$ cat src/rtl/serial_rx.sv
// 8N1 UART receiver with a first-word-fall-through receive buffer and valid/ready output.
// Define SERIAL_RX_FIFO_EN for the FIFO_DEPTH-entry buffer; otherwise a single holding register is used.
module serial_rx #(
  parameter int CLK_HZ     = 12000000,
  parameter int BAUD       = 115200,
  parameter int FIFO_DEPTH = 16
) (
  input  logic       i_clk,
  input  logic       i_rst,
  input  logic       i_rx,
  output logic [7:0] o_char,
  output logic       o_valid,
  input  logic       i_ready,
  output logic       o_overrun,
  output logic       o_frame_err
);

  localparam int CLKS_PER_BIT = CLK_HZ / BAUD;
  localparam int TW           = $clog2(CLKS_PER_BIT);
  localparam logic [TW-1:0] HALF_TC = TW'(CLKS_PER_BIT / 2 - 1);
  localparam logic [TW-1:0] BIT_TC  = TW'(CLKS_PER_BIT - 1);

  // state     | meaning
  // IDLE      | line high, waiting for a start edge
  // START     | timing to mid start bit, rejects glitches
  // DATA      | sampling 8 data bits LSB first
  // STOP      | sampling the stop bit
  // WAIT_HIGH | framing error or break, waiting for line to return high
  localparam logic [2:0] ST_IDLE      = 3'd0;
  localparam logic [2:0] ST_START     = 3'd1;
  localparam logic [2:0] ST_DATA      = 3'd2;
  localparam logic [2:0] ST_STOP      = 3'd3;
  localparam logic [2:0] ST_WAIT_HIGH = 3'd4;

  if (FIFO_DEPTH < 2 || FIFO_DEPTH > 64 || (FIFO_DEPTH & (FIFO_DEPTH - 1)) != 0) begin : g_bad_depth
    $error("serial_rx: FIFO_DEPTH must be a power of 2 in 2..64");
  end

  logic [1:0]    r_sync;
  logic [2:0]    r_state;
  logic [TW-1:0] r_timer;
  logic [2:0]    r_bit_cnt;
  logic [7:0]    r_shift;
  logic          r_armed;
  logic          r_frame_err;
  logic          r_overrun;
  logic          w_rx_s;
  logic          w_push;
  logic          w_pop;

  assign w_rx_s = r_sync[1];
  assign w_push = (r_state == ST_STOP) && (r_timer == BIT_TC) && w_rx_s;
  assign w_pop  = o_valid & i_ready;

  // r_armed ensures a line still low after reset is not mistaken for a start edge.
  always_ff @(posedge i_clk) begin
    if (i_rst) begin
      r_sync      <= 2'b11;
      r_state     <= ST_IDLE;
      r_timer     <= '0;
      r_bit_cnt   <= '0;
      r_shift     <= '0;
      r_armed     <= 1'b0;
      r_frame_err <= 1'b0;
    end else begin
      r_sync      <= {r_sync[0], i_rx};
      r_frame_err <= 1'b0;
      if (w_rx_s) r_armed <= 1'b1;
      case (r_state)
        ST_IDLE: begin
          if (!w_rx_s && r_armed) begin
            r_state <= ST_START;
            r_timer <= '0;
          end
        end
        ST_START: begin
          if (r_timer == HALF_TC) begin
            r_timer   <= '0;
            r_bit_cnt <= '0;
            r_state   <= w_rx_s ? ST_IDLE : ST_DATA;
          end else begin
            r_timer <= r_timer + TW'(1);
          end
        end
        ST_DATA: begin
          if (r_timer == BIT_TC) begin
            r_timer <= '0;
            r_shift <= {w_rx_s, r_shift[7:1]};
            if (r_bit_cnt == 3'd7) begin
              r_bit_cnt <= '0;
              r_state   <= ST_STOP;
            end else begin
              r_bit_cnt <= r_bit_cnt + 3'd1;
            end
          end else begin
            r_timer <= r_timer + TW'(1);
          end
        end
        ST_STOP: begin
          if (r_timer == BIT_TC) begin
            r_timer <= '0;
            if (w_rx_s) begin
              r_state <= ST_IDLE;
            end else begin
              r_frame_err <= 1'b1;
              r_state     <= ST_WAIT_HIGH;
            end
          end else begin
            r_timer <= r_timer + TW'(1);
          end
        end
        ST_WAIT_HIGH: begin
          if (w_rx_s) r_state <= ST_IDLE;
        end
        default: r_state <= ST_IDLE;
      endcase
    end
  end

`ifdef SERIAL_RX_FIFO_EN
  localparam int AW = $clog2(FIFO_DEPTH);

  logic [7:0] r_mem [FIFO_DEPTH];
  logic [AW:0] r_wr;
  logic [AW:0] r_rd;
  logic        w_empty;
  logic        w_full;
  logic        w_write;

  assign w_empty = (r_wr == r_rd);
  assign w_full  = (r_wr[AW] != r_rd[AW]) && (r_wr[AW-1:0] == r_rd[AW-1:0]);
  // A pop frees the slot on the same edge, so a full buffer still accepts the push.
  assign w_write = w_push && (!w_full || w_pop);

  always_ff @(posedge i_clk) begin
    if (w_write) r_mem[r_wr[AW-1:0]] <= r_shift;
  end

  always_ff @(posedge i_clk) begin
    if (i_rst) begin
      r_wr      <= '0;
      r_rd      <= '0;
      r_overrun <= 1'b0;
    end else begin
      r_overrun <= w_push && w_full && !w_pop;
      if (w_write) r_wr <= r_wr + (AW+1)'(1);
      if (w_pop)   r_rd <= r_rd + (AW+1)'(1);
    end
  end

  assign o_valid = !w_empty;
  assign o_char  = o_valid ? r_mem[r_rd[AW-1:0]] : 8'h00;
`else
  logic [7:0] r_hold;
  logic       r_full;

  always_ff @(posedge i_clk) begin
    if (i_rst) begin
      r_hold    <= 8'h00;
      r_full    <= 1'b0;
      r_overrun <= 1'b0;
    end else begin
      r_overrun <= 1'b0;
      if (w_push) begin
        if (!r_full || w_pop) begin
          r_hold <= r_shift;
          r_full <= 1'b1;
        end else begin
          r_overrun <= 1'b1;
        end
      end else if (w_pop) begin
        r_full <= 1'b0;
      end
    end
  end

  assign o_valid = r_full;
  assign o_char  = r_full ? r_hold : 8'h00;
`endif

  assign o_overrun   = r_overrun;
  assign o_frame_err = r_frame_err;

endmodule

$ cat config.mk
export PLATFORM = sky130hd
export DESIGN_NAME = serial_rx
export DESIGN_NICKNAME = d
export VERILOG_FILES = /design/src/rtl/serial_rx.sv
export SDC_FILE = /design/constraint.sdc
export NUM_CORES = 1
export LEC_CHECK = 0
export BUFFER_PORTS_ARGS = -buffer_cell sky130_fd_sc_hd__buf_2
export CAP_MARGIN = 20
export CORE_ASPECT_RATIO = 0.5
export CORE_MARGIN = 1.5
export CORE_UTILIZATION = 35
export DETAILED_ROUTE_END_ITERATION = 8
export SLEW_MARGIN = 20
export SYNTH_ARGS = -nofsm -noshare
export SYNTH_HDL_FRONTEND = slang
export SYNTH_SLANG_ARGS = --single-unit
$ cat constraint.sdc
create_clock -name i_clk -period 4.3 [get_ports i_clk]
set_input_delay 0.43 -clock i_clk [delete_from_list [all_inputs] [get_ports i_clk]]
set_output_delay 0.43 -clock i_clk [all_outputs]
set_load 0.05 [all_outputs]
==> flow_summary.toml, run 1 <==
[status]
status = "complete, no violations"

[power_and_ir_drop]
p_int_mw = 0.445
switching_share = 0.223
p_seq_frac = 0.574
pwr-share-clk = 0.397
power_frac_comb = 0.028
leakage_nw = 0.738
p_per_area_nw_per_um2 = 310
ir_drop_mv = 0.104
total_power_mw = 0.573
switchingPower_mw = 0.128

[floorplan]
placementRows = 17
die_area_um2 = 5220
coreArea_um2 = 4490
start_util = 0.372
die_w_um = 101
ioPinCount = 15
die_h_um = 51.9

[yosys]
netlist_area_um2 = 1670
yosysTopAreaCell = "dfxtp_1"
synth_cells = 182
synth_edf_count = 0
synth_area_leaders = "dfxtp_1 42%, mux2i_1 11%, nor2_1 5.6%"
syn-num-nets = 189
synth_ff_type = "dfxtp_1"
syn_area_per_cell_um2 = 9.18
async_flop_share = 0
synth_seq_cells = 35
yosys_warnings = 0
synth_cell_types = 44
yosysSeqAreaShare = 0.419
synth_top_area_frac = 0.419

[detailed_routing]
drtPass1Iterations = 4
vias = 1331
drt_iter0_drc = 156
viasPerCell = 5.14
wl_per_cell_um = 12.2
ant_nets = 0
drc_errors = 0
routed_wl_um = 3160

[finish]
mostFrequentLayoutCell = "dfxtp_1"
layout.nets = 199
n_antenna_cell = 0
drive_above_1_share = 0.145
fillers = 449
final_cell_mix = "35 x dfxtp_1, 25 x nor2_1, 19 x mux2i_1"
seq_area_um2 = 701
area_delta_synth_final_pct = 10.7
fin_util = 0.412
multi_input_area_um2 = 892

[sta]
final_max_slew_viol_count = 0
rsz0062_at_grt = "false"
whs_ns = 0.332
finalSetupTns_ns = 0
slew_headroom = 0.600
skew_ns = 0.00845
layout_setup_ws_ns = 2.40
max_freq_mhz = 526
worst_pin_slew_ns = 0.601
hold_viol_final = 0
setup_viol_count_final = 0
timing.final.crit_share = 0.442
finalCriticalPeriod_ns = 1.90

[clocking]
cts_sinks = 35
cts-resized-gates = 0
cts_made_buffers = 5
cts_hold_buffers = 0
cts_tree = "done"
root_buffer = "clkbuf_8"
clk_pin_slew_worst_paths_ns = 0.07
h-tree-depth = 2
worstSkewPairLatency_ns = 0.28
cts_buffer_depth = 2
cts_setup_buffers = 0

[grt]
antenna_found_initial = 0
gr-total-overflow = 0
grtUsageTotal = 0.136
grt_pass1_wl_um = 5360
grt_max_degree = 39
grt_pass1_vias = 1170

[worst_setup_path]
path_class = "flip-flop to flip-flop"
setup.worst_path.start_class = "flip-flop"
crit_fanout = 10
arrival_ns = 2.06
cp.required_ns = 4.46
cp-end-kind = "flip-flop"

[worst_hold_path]
min_path_type = "primary input to flip-flop"

[place]
place_congestion = 0.825
place_ws_ns = 2.40
portBuffers = 14
hpwl_um = 2120

[flow_run]
cap_violations = 0
[path summary, 6_finish.rpt]
path                           startpoint  depth (start not counted)                      to  slack (ns)
hold / removal                       i_rx                          2    r_sync[0]$_SDFF_PP1_        0.33
hold reg to reg      r_sync[0]$_SDFF_PP1_                          1    r_sync[1]$_SDFF_PP1_        0.41
setup reg to reg  r_timer[0]$_SDFFE_PP0P_                          5  r_hold[4]$_SDFFE_PP0P_        2.40
setup / recovery  r_timer[0]$_SDFFE_PP0P_                          5  r_hold[4]$_SDFFE_PP0P_        2.40
[flip-flops by register name (all words and copies together), names as in the netlist]
name / count
r_timer: 7
r_bit_cnt: 3
r_state: 3
o_frame_err: 1
r_armed: 1
o_overrun: 1
r_shift: 8
o_valid: 1
r_sync: 2
r_hold: 8
[synth_stat cells, types with 2 or more instances]
cell type   n
dfxtp_1    35
nor2_1     25
mux2i_1    19
nand3_1     9
and2_1      8
nand2_1     6
nand2b_1    6
buf_2       5
inv_1       5
nand3b_1    5
a21oi_1     4
clkbuf_1    4
nor3_1      4
o21ai_0     4
ha_1        3
nand4_1     3
nand4b_1    3
o211ai_1    3
a211oi_1    2
and4b_1     2
o21a_1      2
or2_2       2
or3b_1      2
[stage by stage]
step | cell area [um2] | instances
after floorplan | 1670 | 182
after global placement | 1760 | 251
after detailed placement | 1760 | 251
after CTS | 1850 | 259
after global routing | 1850 | 259
final | 1850 | 259
[routing by layer]
layer  wire length (um)  global-route usage  share of wire
met2               1290               0.204           0.41
met3                181              0.0484          0.057
met1               1640               0.176           0.52
met5                  0                   0              0
met4                 51              0.0634          0.016
[power by group through the flow]
stage	Combinational, mW	Sequential (mW)	Clock, mW
floorplan	0.0133	0.335	0
global placement	0.0161	0.336	0
detailed placement	0.0163	0.336	0
CTS	0.0163	0.329	0.237
global route	0.0184	0.329	0.256
finish	0.0163	0.329	0.228
[final cells by class]
type / instances / share of cell area
multi-input cells: 131 / 0.482
well taps: 66 / 0.0447
clock inverters: 2 / 0.00677
repair buffers: 14 / 0.0379
flip-flops and latches: 35 / 0.379
clock buffers: 6 / 0.0392
inverters: 5 / 0.0101
[critical path, cell delays in order (launching register included)]
cell and delay (ns):
dfxtp_1 0.36, ha_1 0.39, nand2_1 0.12, and4b_1 0.61
mux2i_1 0.24, nor2_1 0.05
[logic make-up (layout without fill, tap and decap cells)]
group,count (synthesis),count (layout),share of synthesized area
and+or+nand+nor,84,84,0.293
adders and majority gates,3,3,0.0225
AOI/OAI and AO/OA,24,24,0.0996
DFF,35,35,0.419
xor gates and xnor gates,1,1,0.00524
buffers and inverters,16,27,0.0464
muxes,19,19,0.114
Power figures use the tool's default switching activity.
==> run 2: changes to the inputs <==
==> constraint.sdc (replaced) <==
create_clock -name i_clk -period 1.6 [get_ports i_clk]
set_input_delay 0.16 -clock i_clk [delete_from_list [all_inputs] [get_ports i_clk]]
set_output_delay 0.16 -clock i_clk [all_outputs]
set_load 0.05 [all_outputs]
==> flow_summary.toml, run 2 (same netlist as run 1, synthesis figures left out) <==
[detailed_routing]
drt_iter0_drc = 136
viasPerCell = 5.08
ant_nets = 0
drc_errors = 0
drtPass1Iterations = 4
wl_per_cell_um = 12.2
routed_wl_um = 3440
vias = 1427

[finish]
largestRegisters = "r_hold: 8 flops, r_shift: 8 flops, r_timer: 7 flops"
stdcell_area_um2 = 2070
final_cells = 281
fin_util = 0.462
layout.nets = 221
area_delta_synth_final_pct = 24.1
n_antenna_cell = 0
mostFrequentLayoutCell = "dfxtp_1"
drive_above_1_share = 0.247
fillers = 444
final_cell_mix = "34 x dfxtp_1, 25 x nor2_1, 21 x buf_4"

[power_and_ir_drop]
ir_drop_mv = 0.458
p_per_area_nw_per_um2 = 835
leakage_nw = 0.874
total_power_mw = 1.73

[grt]
grt_max_degree = 21
grt_pass1_vias = 1250
antenna_found_initial = 0
grtUsageTotal = 0.144
grt_pass1_wl_um = 5670
gr-total-overflow = 0

[sta]
layout_setup_ws_ns = 0.0662
skew_ns = 0.00448
setup_viol_count_final = 0
max_freq_mhz = 652
final_max_slew_viol_count = 0
whs_ns = 0.0609
slew_headroom = 0.759
hold_viol_final = 0
rsz0062_at_grt = "false"
timing.final.crit_share = 0.959
finalSetupTns_ns = 0
finalCriticalPeriod_ns = 1.53
worst_pin_slew_ns = 0.360

[worst_setup_path]
crit_fanout = 6
slowest_stage = "and4bb_4"
cp.required_ns = 1.81
ff2ff_setup_slack_ns = 0.07
arrival_ns = 1.75
crit_chain = "and4bb_4 > a41oi_1 > or3b_1 > a21oi_1"
setup.worst_path.start_class = "flip-flop"
cp-end-kind = "flip-flop"
slowest_delay_ns = 0.38
path_class = "flip-flop to flip-flop"
reg2reg_depth = 4

[clocking]
root_buffer = "clkbuf_8"
cts_made_buffers = 5
cts_tree = "done"
cts_hold_buffers = 0
h-tree-depth = 2
clk_pin_slew_worst_paths_ns = 0.07
cts_buffer_depth = 2
worstSkewPairLatency_ns = 0.29
cts_sinks = 35

[place]
dp.cells = 272
hpwl_um = 2480
placed_area_um2 = 1930
place_congestion = 0.871
place_ws_ns = 0.0267
portBuffers = 14

[floorplan]
placementRows = 17
coreArea_um2 = 4490
die_h_um = 51.9
die_w_um = 101
ioPinCount = 15
die_area_um2 = 5220
start_util = 0.372

[status]
status = "complete, no violations"

[flow_run]
cap_violations = 0

[worst_hold_path]
min_path_type = "primary input to flip-flop"
min_path_cells = 2
[run 2: final timing paths]
check	startpoint	endpoint
setup / recovery	r_timer[3]$_SDFFE_PP0P_	r_state[0]$_SDFFE_PP0P_
hold / removal	i_rx	r_sync[0]$_SDFF_PP1_
setup reg to reg	r_timer[3]$_SDFFE_PP0P_	r_state[0]$_SDFFE_PP0P_
hold reg to reg	r_sync[0]$_SDFF_PP1_	r_sync[1]$_SDFF_PP1_
[run 2: cell type report]
cell class,count,area (um2),share of cell area
Sequential cell,35,702,0.339
Multi-Input combinational cell,131,910,0.439
Timing Repair Buffer,36,248,0.119
Inverter,5,18.8,0.00905
Clock buffer,5,68.8,0.0332
Clock inverter,3,43.8,0.0211
Tap cell,66,82.6,0.0398
[run 2: report_power, final]
| group | switching [mW] | internal [mW] | leakage [nW] |
|---|---|---|---|
| clock network | 0.326 | 0.464 | 0.0581 |
| registers | 0.00528 | 0.877 | 0.283 |
| logic | 0.0340 | 0.0246 | 0.532 |
[run 2: routing by layer]
layer,part of all wire,global-route usage
met3,0.057,0.0457
met2,0.43,0.229
met5,0,0
met1,0.50,0.185
met4,0.012,0.0540
[run 2: timing repair]
action                                  4_1_cts  5_1_grt
endpoints found under the hold margin         0        0
gates resized for setup                       0        4
endpoints found under the setup margin        0       14
buffers inserted                              0        1
[run 2: critical path: cells and delay by family (launching register included)]
| family | cells | cell delay (ns) |
|---|---|---|
| compound gates | 2 | 0.33 |
| flops | 1 | 0.36 |
| simple gates | 2 | 0.76 |
==> run 3: changes to the inputs <==
--- a/config.mk
+++ b/config.mk
@@ -11,6 +11,7 @@
 export CORE_MARGIN = 1.5
 export CORE_UTILIZATION = 35
 export DETAILED_ROUTE_END_ITERATION = 8
+export PLACE_DENSITY_LB_ADDON = 0.2
 export SLEW_MARGIN = 20
 export SYNTH_ARGS = -nofsm -noshare
 export SYNTH_HDL_FRONTEND = slang
==> constraint.sdc (replaced) <==
create_clock -name i_clk -period 1.7 [get_ports i_clk]
set_input_delay 0.17 -clock i_clk [delete_from_list [all_inputs] [get_ports i_clk]]
set_output_delay 0.17 -clock i_clk [all_outputs]
set_load 0.05 [all_outputs]
==> flow_summary.toml, run 3 (same netlist as run 1, synthesis figures left out) <==
[finish]
final_cells = 274
mostFrequentLayoutCell = "dfxtp_1"
area_delta_synth_final_pct = 21.0
layout.nets = 214
largestRegisters = "r_hold: 8 flops, r_shift: 8 flops, r_timer: 7 flops"
drive_above_1_share = 0.221
n_antenna_cell = 0
final_cell_mix = "35 x dfxtp_1, 25 x nor2_1, 19 x mux2i_1"
fin_util = 0.450

[worst_setup_path]
path_class = "flip-flop to flip-flop"
cp.required_ns = 1.90
setup.worst_path.start_class = "flip-flop"
timing.critical_path.max_delay_family = "compound AO/OA/AOI/OAI gates"
crit_fanout = 8
ff2ff_setup_slack_ns = 0.08
cp-end-kind = "flip-flop"
crit_chain = "buf_4 > nor2_1 > a21oi_2 > nand3_1 > o32ai_1"
arrival_ns = 1.82
cp_num_buf_inv = 1
slowest_stage = "dfxtp_1"
slowest_delay_ns = 0.50

[place]
dp.cells = 266
hpwl_um = 2390
place_ws_ns = 0.0812
place_congestion = 0.844
portBuffers = 14

[floorplan]
coreArea_um2 = 4490
placementRows = 17
start_util = 0.372
die_h_um = 51.9
die_area_um2 = 5220
ioPinCount = 15
die_w_um = 101

[clocking]
h-tree-depth = 2
clk_pin_slew_worst_paths_ns = 0.08
root_buffer = "clkbuf_8"
cts-resized-gates = 0
worstSkewPairLatency_ns = 0.28
cts_buffer_depth = 2
cts_tree = "done"
cts_setup_buffers = 0
cts_hold_buffers = 0
cts_made_buffers = 5
cts_sinks = 35

[sta]
skew_ns = 0.00656
final_max_slew_viol_count = 0
setup_viol_count_final = 0
layout_setup_ws_ns = 0.0793
worst_pin_slew_ns = 0.339
finalCriticalPeriod_ns = 1.62
hold_viol_final = 0
slew_headroom = 0.774
max_freq_mhz = 617
timing.final.crit_share = 0.953

[power_and_ir_drop]
p_per_area_nw_per_um2 = 809
leakage_nw = 0.837
total_power_mw = 1.64
ir_drop_mv = 0.368

[grt]
grt_pass1_vias = 1211
grt_max_degree = 21
grtUsageTotal = 0.140
grt_pass1_wl_um = 5570
gr-total-overflow = 0
antenna_found_initial = 0

[detailed_routing]
vias = 1364
wl_per_cell_um = 12.4
routed_wl_um = 3410
drc_errors = 0
ant_nets = 0
drt_iter0_drc = 89
drtPass1Iterations = 4
viasPerCell = 4.98

[flow_run]
cap_violations = 0

[worst_hold_path]
min_path_type = "primary input to flip-flop"

[status]
status = "complete, no violations"
run 3: final cells by class:
type | instances | area, um2
well taps | 66 | 82.6
clock inverters | 3 | 43.8
inverters | 5 | 18.8
multi-input cells | 131 | 911
fillers | 446 | 2470
repair buffers | 29 | 195
flip-flops and latches | 35 | 701
clock buffers | 5 | 68.8
run 3: final timing paths:
kind	startpoint	end	depth (start not counted)
worst max-delay path	r_state[1]$_SDFFE_PP0P_	r_timer[3]$_SDFFE_PP0P_	5
worst min-delay path	i_rx	r_sync[0]$_SDFF_PP1_	2
worst max register to register	r_state[1]$_SDFFE_PP0P_	r_timer[3]$_SDFFE_PP0P_	5
worst min register to register	r_sync[0]$_SDFF_PP1_	r_sync[1]$_SDFF_PP1_	1
run 3: metal layers:
| layer | share of wire | GRT usage | wire, um |
|---|---|---|---|
| met2 | 0.42 | 0.206 | 1430 |
| met3 | 0.060 | 0.0497 | 204 |
| met1 | 0.52 | 0.188 | 1760 |
| met4 | 0.0038 | 0.0493 | 13 |
| met5 | 0 | 0 | 0 |
run 3: through the flow:
stage	area (um2)	setup TNS, ns	hold slack, ns
CTS	2000	0	0.0580
floorplan	1670	0	0.274
global placement	1890	0	0.358
finish	2020	0	0.0619
detailed placement	1890	0	0.360
global route	2020	-0.0144	0.0547
run 3: where the power goes:
part | internal, mW | switching [mW]
Combinational | 0.0199 | 0.0310
Sequential | 0.825 | 0.00455
Clock | 0.437 | 0.319
